<file path="src/rtl/fp_pkg.sv">
// Shared widths, encodings, state enum and operand/result types for the FP adder front end.
package fp_pkg;

  localparam int EXP_W  = 8;
  localparam int FRAC_W = 23;
  localparam int MANT_W = 27;

  localparam logic SUB = 1'b0;
  localparam logic ADD = 1'b1;

  typedef enum logic [1:0] {
    IDLE  = 2'd0,
    ALIGN = 2'd1,
    DONE  = 2'd2
  } align_state_e;

  typedef struct packed {
    logic              sign;
    logic [EXP_W-1:0]  exp;
    logic [MANT_W-1:0] mant;
  } fp_op_t;

  typedef struct packed {
    logic              sign_a;
    logic              sign_b;
    logic              operation;
    logic              eop;
    logic [EXP_W:0]    expdiff;
    logic [2:0]        compare;
    logic              swap;
    logic [EXP_W-1:0]  exp_large;
    logic [MANT_W-1:0] mant_large;
    logic              special;
  } fp_res_t;

  // Zero-exponent operands lose fraction and hidden bit, so denormals read as zero.
  function automatic fp_op_t unpack_op(input logic [31:0] x);
    fp_op_t r;
    r.sign = x[31];
    r.exp  = x[30:23];
    if (x[30:23] == 8'd0) begin
      r.mant = {MANT_W{1'b0}};
    end else begin
      r.mant = {1'b1, x[22:0], 3'b000};
    end
    return r;
  endfunction

  function automatic logic [30:0] flushed_mag(input logic [31:0] x);
    if (x[30:23] == 8'd0) begin
      return 31'd0;
    end else begin
      return x[30:0];
    end
  endfunction

endpackage

</file>
<file path="src/rtl/fp_align_frontend_if.sv">
// Operand/result handshake bundle; slave is the front end, master is the producer/consumer side.
interface fp_align_frontend_if;
  import fp_pkg::*;

  logic              in_valid;
  logic              in_ready;
  logic [31:0]       opA;
  logic [31:0]       opB;
  logic              op_in;
  logic              out_valid;
  logic              out_ready;
  logic              signA;
  logic              signB;
  logic              operation;
  logic              eop;
  logic [EXP_W:0]    expdiff;
  logic [2:0]        compare;
  logic              swap;
  logic [EXP_W-1:0]  exp_large;
  logic [MANT_W-1:0] mant_large;
  logic [MANT_W-1:0] mant_small;
  logic              special;

  modport slave (
    input  in_valid, opA, opB, op_in, out_ready,
    output in_ready, out_valid, signA, signB, operation, eop, expdiff,
           compare, swap, exp_large, mant_large, mant_small, special
  );

  modport master (
    output in_valid, opA, opB, op_in, out_ready,
    input  in_ready, out_valid, signA, signB, operation, eop, expdiff,
           compare, swap, exp_large, mant_large, mant_small, special
  );

endinterface

</file>
<file path="src/rtl/fp_sticky_shifter.sv">
// Combinational right shift by 0..SHIFT_STEP; every bit shifted out is ORed into bit 0.
module fp_sticky_shifter
  import fp_pkg::*;
#(
  parameter int SHIFT_STEP = 4
) (
  input  logic [MANT_W-1:0] din,
  input  logic [3:0]        k,
  output logic [MANT_W-1:0] dout
);

  logic [MANT_W-1:0] shifted_s;
  logic [MANT_W-1:0] lost_s;

  always_comb begin
    shifted_s = din >> k;
    lost_s    = din & ~({MANT_W{1'b1}} << k);
    dout      = {shifted_s[MANT_W-1:1], shifted_s[0] | (|lost_s)};
  end

endmodule

</file>
<file path="src/rtl/fp_align_frontend.sv">
// FP add/sub front end: operand compare/swap, exponent difference and iterative sticky alignment.
module fp_align_frontend
  import fp_pkg::*;
#(
  parameter int SHIFT_STEP = 4,
  parameter int MAX_SHIFT  = 26
) (
  input logic                clk,
  input logic                rst,
  fp_align_frontend_if.slave io
);

  localparam logic [1:0] ST_IDLE  = IDLE;
  localparam logic [1:0] ST_ALIGN = ALIGN;
  localparam logic [1:0] ST_DONE  = DONE;

  logic [1:0]        state_q, state_d;
  logic [4:0]        rem_q, rem_d;
  logic              in_ready_q, in_ready_d;
  logic              out_valid_q, out_valid_d;
  fp_res_t           res_q, res_d;
  logic [MANT_W-1:0] mant_small_q, mant_small_d;

  fp_op_t            op_a_s, op_b_s;
  logic [30:0]       mag_a_s, mag_b_s;
  logic [EXP_W:0]    expdiff_s, absdiff_s;
  logic [4:0]        shift_s;
  logic [2:0]        compare_s;
  logic              special_s;
  logic [3:0]        k_s;
  logic [4:0]        rem_next_s;
  logic [MANT_W-1:0] shifted_s;

  fp_sticky_shifter #(.SHIFT_STEP(SHIFT_STEP)) u_shift (
    .din  (mant_small_q),
    .k    (k_s),
    .dout (shifted_s)
  );

  // Operand relationship decode, evaluated on the raw input bus.
  always_comb begin
    op_a_s    = unpack_op(io.opA);
    op_b_s    = unpack_op(io.opB);
    mag_a_s   = flushed_mag(io.opA);
    mag_b_s   = flushed_mag(io.opB);
    expdiff_s = {1'b0, io.opA[30:23]} - {1'b0, io.opB[30:23]};
    if (expdiff_s[EXP_W]) begin
      absdiff_s = 9'd0 - expdiff_s;
    end else begin
      absdiff_s = expdiff_s;
    end
    if (absdiff_s > 9'(MAX_SHIFT)) begin
      shift_s = 5'(MAX_SHIFT);
    end else begin
      shift_s = absdiff_s[4:0];
    end
    compare_s = {mag_a_s > mag_b_s, mag_a_s == mag_b_s, mag_a_s < mag_b_s};
    special_s = (io.opA[30:23] == 8'hFF) || (io.opB[30:23] == 8'hFF);
    if (rem_q < 5'(SHIFT_STEP)) begin
      k_s = rem_q[3:0];
    end else begin
      k_s = 4'(SHIFT_STEP);
    end
    rem_next_s = rem_q - {1'b0, k_s};
  end

  // Next-state and datapath load/shift control.
  always_comb begin
    state_d      = state_q;
    rem_d        = rem_q;
    out_valid_d  = out_valid_q;
    res_d        = res_q;
    mant_small_d = mant_small_q;
    case (state_q)
      ST_IDLE: begin
        if (io.in_valid) begin
          res_d.sign_a     = op_a_s.sign;
          res_d.sign_b     = op_b_s.sign;
          res_d.operation  = io.op_in;
          res_d.eop        = op_a_s.sign ^ op_b_s.sign ^ (io.op_in == SUB);
          res_d.expdiff    = expdiff_s;
          res_d.compare    = compare_s;
          res_d.swap       = compare_s[0];
          res_d.exp_large  = compare_s[0] ? op_b_s.exp : op_a_s.exp;
          res_d.mant_large = compare_s[0] ? op_b_s.mant : op_a_s.mant;
          res_d.special    = special_s;
          mant_small_d     = compare_s[0] ? op_a_s.mant : op_b_s.mant;
          rem_d            = special_s ? 5'd0 : shift_s;
          state_d          = ST_ALIGN;
        end else begin
          state_d = ST_IDLE;
        end
      end
      ST_ALIGN: begin
        mant_small_d = shifted_s;
        rem_d        = rem_next_s;
        if (rem_next_s == 5'd0) begin
          state_d     = ST_DONE;
          out_valid_d = 1'b1;
        end else begin
          state_d = ST_ALIGN;
        end
      end
      ST_DONE: begin
        if (io.out_ready) begin
          state_d     = ST_IDLE;
          out_valid_d = 1'b0;
        end else begin
          state_d = ST_DONE;
        end
      end
      default: begin
        state_d     = ST_IDLE;
        out_valid_d = 1'b0;
      end
    endcase
    in_ready_d = (state_d == ST_IDLE);
  end

  // State and result registers; reset discards any in-flight transaction.
  always_ff @(posedge clk or posedge rst) begin
    if (rst) begin
      state_q      <= ST_IDLE;
      rem_q        <= 5'd0;
      in_ready_q   <= 1'b1;
      out_valid_q  <= 1'b0;
      res_q        <= '0;
      mant_small_q <= {MANT_W{1'b0}};
    end else begin
      state_q      <= state_d;
      rem_q        <= rem_d;
      in_ready_q   <= in_ready_d;
      out_valid_q  <= out_valid_d;
      res_q        <= res_d;
      mant_small_q <= mant_small_d;
    end
  end

  assign io.in_ready   = in_ready_q;
  assign io.out_valid  = out_valid_q;
  assign io.signA      = res_q.sign_a;
  assign io.signB      = res_q.sign_b;
  assign io.operation  = res_q.operation;
  assign io.eop        = res_q.eop;
  assign io.expdiff    = res_q.expdiff;
  assign io.compare    = res_q.compare;
  assign io.swap       = res_q.swap;
  assign io.exp_large  = res_q.exp_large;
  assign io.mant_large = res_q.mant_large;
  assign io.mant_small = mant_small_q;
  assign io.special    = res_q.special;

endmodule

</file>
<file path="src/flat_wrapper.sv">
// flat-port wrapper written by rule: the top's interface ports become plain ports
module fp_align_frontend_flat import fp_pkg::*;
#(
  parameter int SHIFT_STEP = 4,
  parameter int MAX_SHIFT  = 26
)
  (clk, rst, io_in_valid, io_opA, io_opB, io_op_in, io_out_ready, io_in_ready, io_out_valid, io_signA, io_signB, io_operation, io_eop, io_expdiff, io_compare, io_swap, io_exp_large, io_mant_large, io_mant_small, io_special);
  fp_align_frontend_if io_i ();
  input logic clk;
  input logic rst;
  input wire logic [$bits(io_i.in_valid)-1:0] io_in_valid;
  input wire logic [$bits(io_i.opA)-1:0] io_opA;
  input wire logic [$bits(io_i.opB)-1:0] io_opB;
  input wire logic [$bits(io_i.op_in)-1:0] io_op_in;
  input wire logic [$bits(io_i.out_ready)-1:0] io_out_ready;
  output wire logic [$bits(io_i.in_ready)-1:0] io_in_ready;
  output wire logic [$bits(io_i.out_valid)-1:0] io_out_valid;
  output wire logic [$bits(io_i.signA)-1:0] io_signA;
  output wire logic [$bits(io_i.signB)-1:0] io_signB;
  output wire logic [$bits(io_i.operation)-1:0] io_operation;
  output wire logic [$bits(io_i.eop)-1:0] io_eop;
  output wire logic [$bits(io_i.expdiff)-1:0] io_expdiff;
  output wire logic [$bits(io_i.compare)-1:0] io_compare;
  output wire logic [$bits(io_i.swap)-1:0] io_swap;
  output wire logic [$bits(io_i.exp_large)-1:0] io_exp_large;
  output wire logic [$bits(io_i.mant_large)-1:0] io_mant_large;
  output wire logic [$bits(io_i.mant_small)-1:0] io_mant_small;
  output wire logic [$bits(io_i.special)-1:0] io_special;
  assign io_i.in_valid = io_in_valid;
  assign io_i.opA = io_opA;
  assign io_i.opB = io_opB;
  assign io_i.op_in = io_op_in;
  assign io_i.out_ready = io_out_ready;
  assign io_in_ready = io_i.in_ready;
  assign io_out_valid = io_i.out_valid;
  assign io_signA = io_i.signA;
  assign io_signB = io_i.signB;
  assign io_operation = io_i.operation;
  assign io_eop = io_i.eop;
  assign io_expdiff = io_i.expdiff;
  assign io_compare = io_i.compare;
  assign io_swap = io_i.swap;
  assign io_exp_large = io_i.exp_large;
  assign io_mant_large = io_i.mant_large;
  assign io_mant_small = io_i.mant_small;
  assign io_special = io_i.special;
  fp_align_frontend #(.SHIFT_STEP(SHIFT_STEP), .MAX_SHIFT(MAX_SHIFT)) u_core (.clk(clk), .rst(rst), .io(io_i));
endmodule
</file>
<file path="config.mk">
export PLATFORM = sky130hd
export DESIGN_NAME = fp_align_frontend_flat
export DESIGN_NICKNAME = d
export VERILOG_FILES = /design/src/rtl/fp_pkg.sv /design/src/rtl/fp_align_frontend_if.sv /design/src/rtl/fp_sticky_shifter.sv /design/src/rtl/fp_align_frontend.sv /design/src/flat_wrapper.sv
export SDC_FILE = /design/constraint.sdc
export NUM_CORES = 1
export LEC_CHECK = 0
export CORE_UTILIZATION = 45
export DETAILED_ROUTE_END_ITERATION = 16
export GPL_TIMING_DRIVEN = 0
export HOLD_SLACK_MARGIN = 0.02
export MAX_ROUTING_LAYER = met4
export PLACE_DENSITY = 0.71
export RECOVER_POWER = 100
export REMOVE_ABC_BUFFERS = 1
export SLEW_MARGIN = 20
export SYNTH_ARGS = -nofsm -noshare
export SYNTH_HDL_FRONTEND = slang
export SYNTH_SLANG_ARGS = --single-unit
</file>
<file path="constraint.sdc">
create_clock -name clk -period 3.2 [get_ports clk]
set_input_delay 0.48 -clock clk [delete_from_list [all_inputs] [get_ports clk]]
set_output_delay 0.48 -clock clk [all_outputs]
set_load 0.03 [all_outputs]
</file>
==> results.yml, run 1 <==
synthesis:
  synth.area.mux_share: 0.1225
  synthSimpleGateAreaFrac: 0.2008
  synth_area_sq_mm: 0.006525
  syn_area_per_cell_sq_um: 8.496
  synth_edf_count: 0
  seq_area_frac_synth: 0.3262
  synth_cell_types: 68
  ys_ff_latch: 85
  synth_compound_area_frac: 0.1850
  synth-xor-area-share: 0.01342
  yosys_warnings: 0
  synthAdderAreaFrac: 0.08552
  syn_inst: 768
  async_flop_share: 1.000
  synth_top_family_by_area: "simple AND/OR/NAND/NOR gates"
  synthFlopType: "dfrtp_1"
layout:
  layout.nets: 1048
  final_cell_mix: "141 x nand2_1, 130 x clkdlybuf4s50_1, 84 x dfrtp_1"
  final_common_cell: "nand2_1"
  area_growth_pct: 45.25
  n_antenna_cell: 0
  drive_gt1_frac: 0.2351
sta:
  finalCritPeriodShare: 1.029
  slew_viol_final: 37
  rsz0062_at_grt: "true"
  worst_pin_slew_ns: 1.694
  setup_ws_ns: -0.09193
  hold_viol: 0
  max_slew_margin: -0.1353
  setup_violations: 37
  skew_ns: 0.005210
  worst_hold_slack_ns: 0.4409
  fin_crit_ns: 3.292
  max_clock_freq_mhz: 303.8
power:
  ir_worst_vdd_uv: 499.5
  p_leak_nw: 4.238
  power_density_mw_per_mm2: 947.1
route:
  ant_nets: 0
  totalWireLength_um: 22560
  dr.pass1.iters: 6
  vias: 6711
  drcViolationCount: 0
  drt-initial-drc-count: 746
  wire_per_inst_um: 20.14
  via_per_inst: 5.992
clock_tree:
  cts_buffers: 9
  clk_latency_ns: 0.36
  htree_levels: 3
  cts_tree: "done"
  clockBufferDepth: 2
  path_clk_slew_ns: 0.07
  clkSinkCount: 85
  cts-root-buf: "clkbuf_16"
global_routing:
  grt_pass1_vias: 6388
  globalRouteOverflowTotal: 0
  grt_usage: 0.3006
  grt_pass1_wl_um: 33510
  antenna_found_initial: 0
  grt_max_degree: 66
place:
  dpl.hpwl_um: 13840
  dp_slack_ns: -2.100
  io_buffers: 147
  gp_congestion: 0.8895
worst_setup_path:
  path_max_fanout: 7
  start_kind: "primary input"
  critical_path_class: "in2reg"
  slowest_stage: "or3_4"
  cp_slowest_stage_delay_ns: 0.40
  crit_buf_inv: 5
  end_kind: "register"
  worstPathCellList: "buf_12 > nor4_4 > buf_6 > nand2_8 > buf_6 > nand2_4 > inv_4 > ha_4 > nand2_4 > or3_4 > nor4_4 > o221a_4 > buf_12 > o31a_4 > mux2i_2 > a21oi_1"
  cp.required_ns: 3.44
  critPathArrivalTime_ns: 3.53
  crit_family: "simple AND/OR/NAND/NOR gates"
die:
  initial_core_util: 0.4665
  placementRows: 43
  core_area_sq_mm: 0.01399
  die_x_um: 122.4
  ioPinCount: 151
  die_y_um: 122.4
  dieArea_sq_mm: 0.01499
status:
  outcome: "finished, violations left"
  violations: "max-capacitance violations, max-slew violations, negative setup slack"
worst_hold_path:
  hp-class: "in2reg"
run:
  max-cap-violations: 1
[what timing repair did]
action	CTS	global route
setup buffers	29	17
pin swaps	21	49
hold buffers	0	0
endpoints found under the setup margin	62	59
gates resized for setup	119	124
gates cloned	7	3
[flip-flops by register name (all words and copies together) (netlist names)]
register,cells
u_core.io.operation,1
u_core.io.expdiff,9
u_core.io.mant_small,27
u_core.io.signB,1
u_core.io.exp_large,8
u_core.rem_q,5
u_core.io.eop,1
u_core.state_q,2
u_core.io.mant_large,24
u_core.io.compare,3
u_core.io.in_ready,1
u_core.io.out_valid,1
u_core.io.special,1
u_core.io.signA,1
[power by group]
group | internal, W | total [W] | switching, W
registers | 0.00162 | 0.00220 | 0.000581
clock network | 0.000625 | 0.00110 | 0.000471
logic | 0.00240 | 0.00568 | 0.00328
[synthesized netlist by cell type (all sizes together), types with 3 or more instances]
cell type / n / share of area
mux2i: 36 / 0.055
a22oi: 5 / 0.0058
nor4: 6 / 0.0081
nand2: 162 / 0.093
o221ai: 4 / 0.0073
dfrtp: 84 / 0.32
o211ai: 11 / 0.013
a211o: 3 / 0.0040
ha: 43 / 0.082
and2: 26 / 0.025
nor2b: 5 / 0.0048
buf: 18 / 0.021
xnor2: 9 / 0.012
o311ai: 3 / 0.0040
mux2: 13 / 0.022
a211oi: 3 / 0.0035
a21oi: 42 / 0.032
nor2: 34 / 0.020
nand3: 19 / 0.015
a32o: 3 / 0.0046
clkbuf: 37 / 0.021
o21a: 3 / 0.0035
mux4: 13 / 0.045
nor3: 13 / 0.010
nand4: 8 / 0.0077
inv: 40 / 0.023
or3: 4 / 0.0046
a31oi: 9 / 0.0086
a21o: 8 / 0.0092
o21ai: 57 / 0.044
or2: 3 / 0.0029
a32oi: 3 / 0.0040
a221o: 9 / 0.014
o31ai: 3 / 0.0042
[per-stage QoR]
step	utilization	instances	setup TNS (ns)	power [W]	instance area [sq um]
finish	0.6775	1120	-1.202	0.008976	9478
global route	0.6775	1120	-9.577	0.009483	9478
CTS	0.6390	1103	0	0.008688	8939
detailed placement	0.5816	1051	-106.71	0.007449	8135
global placement	0.5688	1043	-275.57	0.007095	7956
floorplan	-	716	-44.78	0.005386	6260
[area by class of cell]
class | instances | area [sq um]
Clock buffer | 10 | 239.0
Fill cell | 1108 | 4511
Inverter | 40 | 153.9
Clock inverter | 6 | 61.31
Multi-Input combinational cell | 600 | 4674
Sequential cell | 85 | 2128
Timing Repair Buffer | 199 | 1996
Tap cell | 180 | 225.2
[logic make-up after synthesis]
kind of cell / count (synthesis)
other: 2
AND/OR/NAND/NOR: 289
AO/OA/AOI/OAI: 181
XOR/XNOR: 10
multiplexers: 62
flip-flops: 85
adder cells (fa/ha/maj): 44
buffers and inverters: 95
[worst min-delay path: stages]
cell and delay, ns:
buf_12 0.09, mux2i_2 0.07, o21ai_1 0.11
[routing by layer]
layer,GRT usage,part of all wire,vias to the layer above
li1,-,-,3093
met1,0.3808,0.41,3186
met2,0.4551,0.48,353
met3,0.05530,0.072,79
met4,0.1616,0.046,0
met5,-,0,-
[worst paths after layout]
check                                                             to  cells after the start                                start  slack [ns]
worst max-delay path            u_core.io.mant_small[15]$_DFFE_PP0P_                     16                           io_opA[26]       -0.09
worst max register to register           u_core.rem_q[4]$_DFFE_PP0P_                      6          u_core.state_q[1]$_DFF_PP0_        0.31
worst min register to register   u_core.io.mant_small[0]$_DFFE_PP0P_                      1  u_core.io.mant_small[0]$_DFFE_PP0P_        0.48
min in group asynchronous           u_core.io.expdiff[7]$_DFFE_PP0P_                      2                                  rst        0.99
max in group asynchronous       u_core.io.mant_large[15]$_DFFE_PP0P_                      3                                  rst        0.40
worst min-delay path              u_core.io.exp_large[2]$_DFFE_PP0P_                      3                           io_opA[25]        0.44
No activity file was read; power rests on OpenSTA's default activity.
==> run 2: changes to the inputs <==
Settings changed: PLACE_DENSITY 0.71 to 0.79.
==> results.yml, run 2 (same netlist as run 1, synthesis figures left out) <==
status:
  outcome: "finished, violations left"
  violations: "max-capacitance violations, max-slew violations, negative setup slack"
layout:
  drive_gt1_frac: 0.2118
  final_cell_mix: "147 x nand2_1, 84 x dfrtp_1, 80 x dlygate4sd3_1"
  largest_reg_flops: 27
  fin_area_sq_mm: 0.009340
  n_antenna_cell: 0
  final_common_cell: "nand2_1"
  layout.nets: 1038
  area_growth_pct: 43.14
  instances_no_fill: 1110
  final.fill_count: 1067
clock_tree:
  clk_latency_ns: 0.36
  cts_buffers: 9
  cts_tree: "done"
  path_clk_slew_ns: 0.07
  htree_levels: 3
  clkSinkCount: 85
  cts-root-buf: "clkbuf_16"
  clockBufferDepth: 2
  holdBufCountCts: 0
worst_setup_path:
  worstPathCellList: "buf_12 > nor4_4 > buf_6 > nand2_8 > nand2_4 > inv_1 > ha_4 > nand2_1 > or3_4 > nor4_4 > o221a_4 > buf_12 > o31a_4 > buf_6 > mux2i_1 > a21oi_1"
  cp.required_ns: 3.43
  r2r_end: "u_core.io.mant_large[24]$_DFFE_PP0P_"
  r2r_start: "u_core.state_q[1]$_DFF_PP0_"
  r2r_slack_ns: 0.14
  critPathArrivalTime_ns: 3.60
  rr_worst_depth: 7
  start_kind: "primary input"
  critical_path_class: "in2reg"
  end_kind: "register"
  path_max_fanout: 7
  cp_slowest_stage_delay_ns: 0.42
  slowest_stage: "or3_4"
global_routing:
  antenna_found_initial: 0
  grt_usage: 0.3075
  grt_pass1_wl_um: 34370
  globalRouteOverflowTotal: 0
  grt_max_degree: 69
  grt_pass1_vias: 6463
die:
  dieArea_sq_mm: 0.01499
  placementRows: 43
  initial_core_util: 0.4665
  die_x_um: 122.4
  ioPinCount: 151
  core_area_sq_mm: 0.01399
  die_y_um: 122.4
sta:
  max_slew_margin: -0.09842
  hold_viol: 0
  fin_crit_ns: 3.364
  max_clock_freq_mhz: 297.3
  slew_viol_final: 39
  setup_ws_ns: -0.1641
  worst_hold_slack_ns: 0.4479
  setup_violations: 41
  worst_pin_slew_ns: 1.639
  rsz0062_at_grt: "true"
  finalCritPeriodShare: 1.051
  skew_ns: 0.007095
worst_hold_path:
  hp-class: "in2reg"
  min_path_cells: 3
  holdPathEnd: "u_core.io.exp_large[2]$_DFFE_PP0P_"
  hold_path.startpoint: "io_opA[25]"
route:
  drcViolationCount: 0
  vias: 6791
  via_per_inst: 6.118
  totalWireLength_um: 22360
  dr.pass1.iters: 7
  ant_nets: 0
  drt-initial-drc-count: 766
  wire_per_inst_um: 20.14
power:
  ir_worst_vdd_uv: 565.4
  p_leak_nw: 4.216
  power_density_mw_per_mm2: 932.5
run:
  max-cap-violations: 1
place:
  gp_congestion: 0.8954
  io_buffers: 147
  placed_area_sq_mm: 0.008139
  dpl.hpwl_um: 13100
  post-place-cells: 1051
[run 2: power by group]
group	total [W]	internal, W	leakage [nW]	switching (W)
Sequential	0.00216	0.00162	1.04	0.000536
Clock	0.00100	0.000531	0.126	0.000472
Combinational	0.00555	0.00223	3.05	0.00332
[run 2: critical path: cells and delay by family]
family / cells / cell delay [ns]
AOI/OAI and AO/OA: 3 / 0.63
muxes: 1 / 0.22
buffers and inverters: 5 / 0.66
and+or+nand+nor: 6 / 1.32
adders and majority gates: 1 / 0.27
[run 2: final cells by class]
| cell class | instances | area [sq um] | share of cell area |
|---|---|---|---|
| flip-flops and latches | 85 | 2128 | 0.2279 |
| well taps | 180 | 225.2 | 0.02411 |
| clock inverters | 6 | 45.04 | 0.004823 |
| inverters | 40 | 151.4 | 0.01621 |
| multi-input cells | 600 | 4651 | 0.4979 |
| clock buffers | 10 | 229.0 | 0.02451 |
| repair buffers | 189 | 1911 | 0.2046 |
[run 2: worst max path at each step]
stage                                            to  cells past startpoint  slack, ns  startpoint
2_1_floorplan  u_core.io.mant_large[11]$_DFFE_PP0P_                     11      -1.21  io_opA[28]
3_3_place_gp   u_core.io.mant_large[12]$_DFFE_PP0P_                     13      -3.31  io_opB[28]
3_5_place_dp   u_core.io.mant_large[17]$_DFFE_PP0P_                     12      -2.07  io_opA[24]
4_1_cts         u_core.io.mant_large[4]$_DFFE_PP0P_                     14      -0.02  io_opA[25]
5_1_grt        u_core.io.mant_small[22]$_DFFE_PP0P_                     15      -0.19  io_opA[30]
6_report       u_core.io.mant_small[22]$_DFFE_PP0P_                     16      -0.16  io_opA[30]
[run 2: stage by stage]
stage          worst slack [ns]  utilization  power, W  setup TNS, ns
2_1_floorplan            -1.215            -  0.005386         -44.78
3_3_place_gp             -3.309       0.5688  0.007107        -269.97
3_5_place_dp             -2.067       0.5818  0.007434        -105.51
4_1_cts                -0.01647       0.6465  0.008605       -0.05347
5_1_grt                 -0.1947       0.6677  0.009269         -6.644
6_report                -0.1641       0.6677  0.008710         -3.275
[run 2: metal layers]
layer | track usage | vias to the layer above | part of all wire
met5 | - | - | 0
met4 | 0.1524 | 0 | 0.053
met3 | 0.04368 | 96 | 0.083
met2 | 0.4772 | 386 | 0.47
met1 | 0.3930 | 3244 | 0.39
li1 | - | 3065 | -
[run 2: timing repair]
item	4_1_cts	5_1_grt
buffers inserted	28	7
pin swaps	20	25
setup endpoints to repair	62	61
gates cloned	8	2
gates resized for setup	134	99
==> run 3: changes to the inputs <==
--- a/config.mk
+++ b/config.mk
@@ -13,3 +13,3 @@
 export PLACE_DENSITY = 0.79
-export RECOVER_POWER = 100
+export RECOVER_POWER = 50
 export REMOVE_ABC_BUFFERS = 1
--- a/constraint.sdc
+++ b/constraint.sdc
@@ -3,2 +3,2 @@
 set_output_delay 0.48 -clock clk [all_outputs]
-set_load 0.03 [all_outputs]
+set_load 0.02 [all_outputs]
==> results.yml, run 3 (same netlist as run 1, synthesis figures left out) <==
route:
  drt-initial-drc-count: 858
  via_per_inst: 6.159
  ant_nets: 0
  wire_per_inst_um: 20.22
  totalWireLength_um: 22450
  drcViolationCount: 0
  dr.pass1.iters: 6
  vias: 6837
power:
  power_w: 0.008523
  comb_power_share: 0.626
  p_sw_frac: 0.4684
  p_leak_nw: 4.144
  power_density_mw_per_mm2: 912.3
  pwr-share-clk: 0.117
  pwr-share-seq: 0.256
  p_switching_w: 0.003993
  ir_worst_vdd_uv: 567.5
  cellInternalPower_w: 0.004531
die:
  die_x_um: 122.4
  initial_core_util: 0.4665
  ioPinCount: 151
  core_area_sq_mm: 0.01399
  dieArea_sq_mm: 0.01499
  placementRows: 43
  die_y_um: 122.4
layout:
  multi_input_area_sq_mm: 0.004653
  largest_reg_flops: 27
  fin_area_sq_mm: 0.009343
  instances_no_fill: 1110
  final_common_cell: "nand2_1"
  area_growth_pct: 43.18
  final_cell_mix: "147 x nand2_1, 118 x clkdlybuf4s50_1, 84 x dfrtp_1"
  ff_latch_area_sq_mm: 0.002128
  drive_gt1_frac: 0.2140
  final.fill_count: 1066
  layout.nets: 1038
  n_antenna_cell: 0
place:
  dp_slack_ns: -2.067
  dpl.hpwl_um: 13100
  post-place-cells: 1051
  io_buffers: 147
  gp_congestion: 0.8954
  placed_area_sq_mm: 0.008139
clock_tree:
  htree_levels: 3
  holdBufCountCts: 0
  cts_tree: "done"
  path_clk_slew_ns: 0.07
  cts-root-buf: "clkbuf_16"
  clk_latency_ns: 0.36
  clockBufferDepth: 2
  clkSinkCount: 85
  cts_buffers: 9
sta:
  rsz0062_at_grt: "true"
  fin_crit_ns: 3.363
  slew_viol_final: 39
  finalCritPeriodShare: 1.051
  hold_viol: 0
  worst_pin_slew_ns: 1.642
  max_slew_margin: -0.1008
  setup_ws_ns: -0.1631
  max_clock_freq_mhz: 297.3
  skew_ns: 0.006643
  fin_tns_setup_ns: -3.407
  setup_violations: 40
worst_setup_path:
  cp.required_ns: 3.44
  critical_path_class: "in2reg"
  cp-startpoint: "io_opA[30]"
  r2r_slack_ns: 0.11
  critPathArrivalTime_ns: 3.61
  slowest_stage: "or3_4"
  rr_worst_depth: 7
  path_max_fanout: 7
  cp_slowest_stage_delay_ns: 0.42
  start_kind: "primary input"
  r2r_start: "u_core.state_q[1]$_DFF_PP0_"
  end_kind: "register"
  worstPathCellList: "buf_12 > nor4_4 > buf_6 > nand2_8 > nand2_4 > inv_1 > ha_4 > nand2_1 > or3_4 > nor4_4 > o221a_4 > buf_12 > o31a_4 > buf_4 > mux2i_1 > a21oi_1"
  r2r_end: "u_core.io.mant_large[24]$_DFFE_PP0P_"
worst_hold_path:
  hold_path.startpoint: "io_opA[25]"
  holdPathEnd: "u_core.io.exp_large[2]$_DFFE_PP0P_"
  min_path_cells: 3
  hp-class: "in2reg"
global_routing:
  antenna_found_initial: 0
  grt_usage: 0.3075
  grt_pass1_vias: 6463
  grt_pass1_wl_um: 34370
  grt_max_degree: 69
  globalRouteOverflowTotal: 0
status:
  outcome: "finished, violations left"
  violations: "max-capacitance violations, max-slew violations, negative setup slack"
run:
  max-cap-violations: 1
run 3: cell count changes in the layout (fill, tap and decap cells not counted):
cell	delta
dlygate4sd3_1	-67
clkdlybuf4s50_1	+67
nor2b_1	-1
mux2_2	+1
mux2_1	-1
nor2b_2	+1
run 3: repair_timing:
action	in CTS	in global routing
resized for setup	134	99
pin swaps	20	25
cloned	8	2
setup buffers	28	7
setup endpoints to repair	62	61
run 3: metrics by stage:
| stage | util | hold slack, ns |
|---|---|---|
| detailed placement | 0.5818 | 0.4700 |
| finish | 0.6679 | 0.4470 |
| CTS | 0.6465 | 0.4802 |
| global route | 0.6679 | 0.4692 |
| floorplan | - | 0.4689 |
| global placement | 0.5688 | 0.4606 |
run 3: area by class of cell:
class / instances / share of cell area
multi-input cells: 600 / 0.4981
flip-flops and latches: 85 / 0.2278
repair buffers: 189 / 0.2045
clock buffers: 10 / 0.02451
well taps: 180 / 0.02411
inverters: 40 / 0.01620
clock inverters: 6 / 0.004821
run 3: worst max-delay path by stage:
stage                                                 to  slack [ns]  depth (start not counted)
finish              u_core.io.mant_small[15]$_DFFE_PP0P_       -0.16                         16
global placement    u_core.io.mant_large[12]$_DFFE_PP0P_       -3.31                         13
global route        u_core.io.mant_small[22]$_DFFE_PP0P_       -0.19                         15
floorplan           u_core.io.mant_large[11]$_DFFE_PP0P_       -1.21                         11
CTS                  u_core.io.mant_large[4]$_DFFE_PP0P_       -0.02                         14
detailed placement  u_core.io.mant_large[17]$_DFFE_PP0P_       -2.07                         12
run 3: power by group through the flow:
stage          clock network, W  registers, W  logic, W
2_1_floorplan                 0       0.00263   0.00240
3_3_place_gp                  0       0.00215   0.00460
3_5_place_dp                  0       0.00217   0.00491
4_1_cts                 0.00101       0.00215   0.00508
5_1_grt                 0.00105       0.00226   0.00576
6_report                0.00100       0.00219   0.00534
run 3: per-layer routing:
layer  vias up  track usage  share of wire
met5         -            -              0
met2       402       0.4772           0.48
met1      3280       0.3930           0.39
li1       3064            -              -
met3        91      0.04368          0.085
met4         0       0.1524          0.050
run 3: worst max-delay path: cells and delay by family:
family	cells	cell delay [ns]
adder cells (fa/ha/maj)	1	0.27
buffers and inverters	5	0.67
multiplexers	1	0.21
AND/OR/NAND/NOR	6	1.32
AO/OA/AOI/OAI	3	0.63
